[src/rtl/matrix_stream_out.sv]
// ---------------------------------------------------------------------------
// matrix_stream_out
//
// Takes a one-cycle snapshot of a flattened ROWS x COLS matrix word and
// streams it out one element per valid/ready handshake. Each element carries
// row-end and matrix-end markers. A load that coincides with the final
// transfer re-captures the input with no bubble. A load at any other time
// during streaming is dropped and reported.
//
// Optional feature macro: MXS_TRANSPOSE_EN
//   Defined   : column-major order (transpose). out_row_end marks column ends.
//   Undefined : row-major order.
//
// Parameters:
//   ROWS, COLS : matrix dimensions (>= 1)
//   EW         : element width in bits
//
// Ports:
//   clk         in   rising-edge clock
//   rst_n       in   asynchronous active-low reset
//   load        in   snapshot request
//   in          in   flattened matrix; element k = r*COLS+c occupies
//                    in[k*EW : k*EW+EW-1], and in[k*EW] is its MSB
//   out_data    out  current element
//   out_valid   out  out_data valid
//   out_ready   in   consumer accepts
//   out_row_end out  current element ends a row (a column when transposed)
//   out_last    out  current element is the final one of the matrix
//   busy        out  snapshot held and not yet drained
//   done        out  one-cycle pulse after the final transfer
//   load_drop   out  one-cycle pulse when a load was ignored
// ---------------------------------------------------------------------------
module matrix_stream_out #(
  parameter int ROWS = 4,
  parameter int COLS = 4,
  parameter int EW   = 16
) (
  input  logic                       clk,
  input  logic                       rst_n,
  input  logic                       load,
  input  logic [0:ROWS*COLS*EW-1]    in,
  output logic [EW-1:0]              out_data,
  output logic                       out_valid,
  input  logic                       out_ready,
  output logic                       out_row_end,
  output logic                       out_last,
  output logic                       busy,
  output logic                       done,
  output logic                       load_drop
);

  localparam int RW = (ROWS > 1) ? $clog2(ROWS) : 1;
  localparam int CW = (COLS > 1) ? $clog2(COLS) : 1;
  localparam logic [RW-1:0] R_MAX = RW'(ROWS - 1);
  localparam logic [CW-1:0] C_MAX = CW'(COLS - 1);

  typedef enum logic {S_IDLE = 1'b0, S_STREAM = 1'b1} state_t;

  state_t                    state_q, state_d;
  logic [RW-1:0]             r_q, r_d;
  logic [CW-1:0]             c_q, c_d;
  logic [0:ROWS*COLS*EW-1]   snap_q, snap_d;
  logic [EW-1:0]             data_q, data_d;
  logic                      valid_q, valid_d;
  logic                      row_end_q, row_end_d;
  logic                      last_q, last_d;
  logic                      done_q, done_d;
  logic                      drop_q, drop_d;

  logic xfer_s;
  logic final_s;

  // Element (r, c) of a flattened matrix. Because the vector is ascending,
  // the +: part-select places bit k*EW at the element MSB.
  function automatic logic [EW-1:0] elem(input logic [0:ROWS*COLS*EW-1] m,
                                         input logic [RW-1:0] r,
                                         input logic [CW-1:0] c);
    int k;
    k = int'(r) * COLS + int'(c);
    return m[k*EW +: EW];
  endfunction

  assign xfer_s  = valid_q & out_ready;
  assign final_s = xfer_s & (r_q == R_MAX) & (c_q == C_MAX);

  // Next-state, counter and snapshot logic, plus the registered-output values.
  always_comb begin
    state_d = state_q;
    r_d     = r_q;
    c_d     = c_q;
    snap_d  = snap_q;
    done_d  = 1'b0;
    drop_d  = 1'b0;

    case (state_q)
      S_IDLE: begin
        if (load) begin
          snap_d  = in;
          r_d     = '0;
          c_d     = '0;
          state_d = S_STREAM;
        end else begin
          state_d = S_IDLE;
        end
      end
      S_STREAM: begin
        if (final_s) begin
          done_d = 1'b1;
          r_d    = '0;
          c_d    = '0;
          if (load) begin
            // Back-to-back: the new matrix follows with no idle cycle.
            snap_d  = in;
            state_d = S_STREAM;
          end else begin
            state_d = S_IDLE;
          end
        end else begin
          drop_d = load;
          if (xfer_s) begin
`ifdef MXS_TRANSPOSE_EN
            if (r_q == R_MAX) begin
              r_d = '0;
              c_d = c_q + 1'b1;
            end else begin
              r_d = r_q + 1'b1;
            end
`else
            if (c_q == C_MAX) begin
              c_d = '0;
              r_d = r_q + 1'b1;
            end else begin
              c_d = c_q + 1'b1;
            end
`endif
          end else begin
            r_d = r_q;
            c_d = c_q;
          end
        end
      end
      default: begin
        state_d = S_IDLE;
        r_d     = '0;
        c_d     = '0;
      end
    endcase

    // Outputs are computed from the next state so they can be registered
    // and still line up with the counters they describe.
    valid_d = (state_d == S_STREAM);
    if (valid_d) begin
      data_d = elem(snap_d, r_d, c_d);
`ifdef MXS_TRANSPOSE_EN
      row_end_d = (r_d == R_MAX);
`else
      row_end_d = (c_d == C_MAX);
`endif
      last_d = (r_d == R_MAX) & (c_d == C_MAX);
    end else begin
      data_d    = '0;
      row_end_d = 1'b0;
      last_d    = 1'b0;
    end
  end

  // State, counters, snapshot and all registered outputs.
  always_ff @(posedge clk or negedge rst_n) begin
    if (!rst_n) begin
      state_q   <= S_IDLE;
      r_q       <= '0;
      c_q       <= '0;
      snap_q    <= '0;
      data_q    <= '0;
      valid_q   <= 1'b0;
      row_end_q <= 1'b0;
      last_q    <= 1'b0;
      done_q    <= 1'b0;
      drop_q    <= 1'b0;
    end else begin
      state_q   <= state_d;
      r_q       <= r_d;
      c_q       <= c_d;
      snap_q    <= snap_d;
      data_q    <= data_d;
      valid_q   <= valid_d;
      row_end_q <= row_end_d;
      last_q    <= last_d;
      done_q    <= done_d;
      drop_q    <= drop_d;
    end
  end

  assign out_data    = data_q;
  assign out_valid   = valid_q;
  assign out_row_end = row_end_q;
  assign out_last    = last_q;
  assign busy        = valid_q;
  assign done        = done_q;
  assign load_drop   = drop_q;

endmodule

[config.mk]
export PLATFORM = sky130hd
export DESIGN_NAME = matrix_stream_out
export DESIGN_NICKNAME = d
export VERILOG_FILES = /design/src/rtl/matrix_stream_out.sv
export SDC_FILE = /design/constraint.sdc
export NUM_CORES = 1
export LEC_CHECK = 0
export ABC_AREA = 1
export BUFFER_PORTS_ARGS = -buffer_cell sky130_fd_sc_hd__buf_4
export CORE_MARGIN = 3
export CORE_UTILIZATION = 50
export CTS_BUF_LIST = sky130_fd_sc_hd__clkbuf_16
export DETAILED_ROUTE_END_ITERATION = 8
export PLACE_DENSITY = 0.73
export SLEW_MARGIN = 40
export SYNTH_ARGS = -nofsm -noshare
export SYNTH_HDL_FRONTEND = slang
export SYNTH_SLANG_ARGS = --single-unit
[constraint.sdc]
create_clock -name clk -period 3.7 [get_ports clk]
set_input_delay 0.37 -clock clk [delete_from_list [all_inputs] [get_ports clk]]
set_output_delay 0.37 -clock clk [all_outputs]
set_load 0.03 [all_outputs]
==> out/qor.csv <==
stage,metric,value,unit
synth,ys_seq_elements,281,
clock_tree,clock_latency,560,ps
clock_tree,cts_sinks,281,
sta,setup_viol,0,
synth,synth_seq_area_share,47.4,%
floorplan,start_util,51.2,%
floorplan,top_level_ports,282,
sta,rsz0062_at_grt,false,
placed_design,placed_area,17200,sq um
setup_path,worst_path_largest_cell_delay,550,ps
floorplan,core,28900,sq um
grt,antenna_found_initial,1,
route,finalWirelength,47200,um
synth,synth_flop_cell,dfrtp_1,
setup_path,crit_path_end_kind,register,
power,peakVddDrop,607,uV
clock_tree,cts_buffer_depth,3,
synth,async_flop_share,100,%
floorplan,rows,62,
run_status,status,completed,
floorplan,die_x,178,um
synth,synth_area_leaders,"dfrtp_1 (47%), nand2_1 (19%), nand3_1 (8.6%)",
min_path,hold_class,in2reg,
sta,slew_viol_final,0,
route,via_per_inst,5.35,
synth,yosysTopAreaCell,dfrtp_1,
clock_tree,cts_buffers,31,
route,route.detailed.drc,0,
synth,yosysMostFrequentCell,nand2_1,
sta,tightestPinTransition,733,ps
clock_tree,h-tree-depth,1,
setup_path,start_kind,register,
sta,setup_tns,0,ps
route,ant_nets,0,
setup_path,required,4140,ps
sta,post-route-period-util,75.9,%
grt,grt_pass1_vias,13500,
floorplan,die_area,31700,sq um
sta,fmax,356,MHz
route,wl_per_cell,17.4,um
power,p_leak,0.00962,uW
finish,syn2layout_area_growth,22.5,%
setup_path,worst_path_max_delay_cell,dfrtp_1,
floorplan,die_h,178,um
setup_path,path_class,reg2reg,
synth,synth.net_count,2370,
sta,min_period,2810,ps
synth,syn_avg_cell_area,7.04,sq um
finish,final_cell_area,18200,sq um
power,power_density,860,nW/um^2
route,dr_total_vias,14500,
grt,grt_max_degree,166,
grt,track_usage,28.9,%
setup_path,path_cells,nand2_2 > nor2_2 > nor2_4 > a21boi_4 > inv_2 > nor2_4 > nand2_1 > nand3_1 > nor2_1,
route,dr.pass1.iters,6,
synth,ys_types,26,
synth,synth_area,14800,sq um
clock_tree,cts_root_buffer,clkbuf_16,
setup_path,r2r_slack,890,ps
sta,hold_violations,0,
finish,layout.nets,2568,
flow_run,cap_violations,0,
placed_design,place_hpwl,33200,um
setup_path,crit_fanout,19,
grt,grt_first_pass_wirelength,72400,um
route,drtIter0Drc,1820,
sta,finClkSkew,17.5,ps
synth,synth_top_area_share,47.4,%
clock_tree,tritoncts,built,
grt,grt.overflow.total,0,
clock_tree,clk_pin_slew,60,ps
clock_tree,cts_setup_buffers,0,
placed_design,port_buffers,281,
sta,relSlewSlack,51.1,%
synth,ys_top_cells_by_count,"nand2_1 (747), dfrtp_1 (281), nor2_1 (264)",
setup_path,crit_arrival,3250,ps
placed_design,gp_congestion,0.941,
synth,synth_edf_count,0,
synth,netlist_instances,2107,
setup_path,path_common_cell,nor2_4,
synth,yosysWarnings,0,
finish,drive_gt1_share,17.8,%
-- registers in the layout (all words and copies together) (netlist names) --
signal and flops:
c_q 2, out_row_end 1, busy 1, out_data 16
out_last 1, load_drop 1, snap_q 256, r_q 2
done 1
-- placed cells by master, fill, tap and decap left out, types with 2 or more instances in the layout --
master,count
clkinv_2,7
inv_1,142
nand2_4,2
o21ai_0,137
ha_1,3
nor2_4,2
clkinv_1,8
nand3_1,256
clkbuf_16,31
o21ai_1,26
nand2_1,746
dfrtp_1,281
or2_2,48
buf_4,295
a21oi_1,33
nor2_1,264
o21a_1,16
buf_12,10
inv_2,3
bufinv_16,3
-- cell type report --
cell class,instances,area (sq um)
Clock buffer,31,776
Timing Repair Buffer,308,2450
Clock inverter,26,206
Antenna cell,1,2.50
Fill cell,2633,10800
Sequential cell,281,7030
Multi-Input combinational cell,1542,6670
Inverter,141,532
Tap cell,384,480
-- through the flow --
stage | power [uW] | cells | hold WS, ps | worst slack, ps | utilization, %
floorplan | 10000 | 2107 | 74.4 | 1600 | -
global placement | 12300 | 2655 | 450 | 925 | 59.3
detailed placement | 12500 | 2655 | 451 | 968 | 59.3
CTS | 15500 | 2713 | 71.1 | 949 | 62.7
global route | 16700 | 2714 | 74.5 | 728 | 62.7
finish | 15600 | 2714 | 79.4 | 892 | 62.7
-- worst paths after layout --
kind,start,end,cells past startpoint
max in group asynchronous,rst_n,out_data[9],3
worst min-delay path,in[87],snap_q[87],3
worst max register to register,busy,out_data[8],9
worst min register to register,snap_q[87],snap_q[87],2
min in group asynchronous,rst_n,snap_q[131],2
worst max-delay path,busy,out_data[8],9
-- worst max-delay path: cells and delay by family, from the launching register on --
kind	cells	cell delay [ps]
AOI/OAI and AO/OA	1	520
DFF	1	550
buffers and inverters	1	340
and+or+nand+nor	7	1280
-- layer usage --
layer  GRT usage [%]  up-vias  share of wire, %
li1                -     6997                 -
met1            41.8     6741                43
met2            45.4      691                46
met3            3.55      102               7.8
met4            9.90        0               3.8
met5               0        -                 0
-- repair_timing --
action / in CTS / in global routing
gates resized for setup: 0 / 0
endpoints found under the setup margin: 0 / 0
hold buffers: 1 / 0
hold endpoints to repair: 86 / 0
-- kinds of logic (layout without fill, tap and decap cells) --
group                      count (synthesis)  count (layout)  share of synthesized area (%)
and+or+nand+nor                         1321            1321                           36.6
buffers and inverters                    284             506                           7.88
DFF                                      281             281                           47.4
AOI/OAI and AO/OA                        217             217                           7.82
adders and majority gates                  3               3                          0.253
xor gates and xnor gates                   1               1                         0.0591
other                                      0               1                              0
-- power by group --
group | total, uW | internal [uW] | switching (uW)
sequential | 5090 | 4530 | 562
clock | 3000 | 1730 | 1270
combinational | 7510 | 2430 | 5080
(Power assumes the default switching activity.)
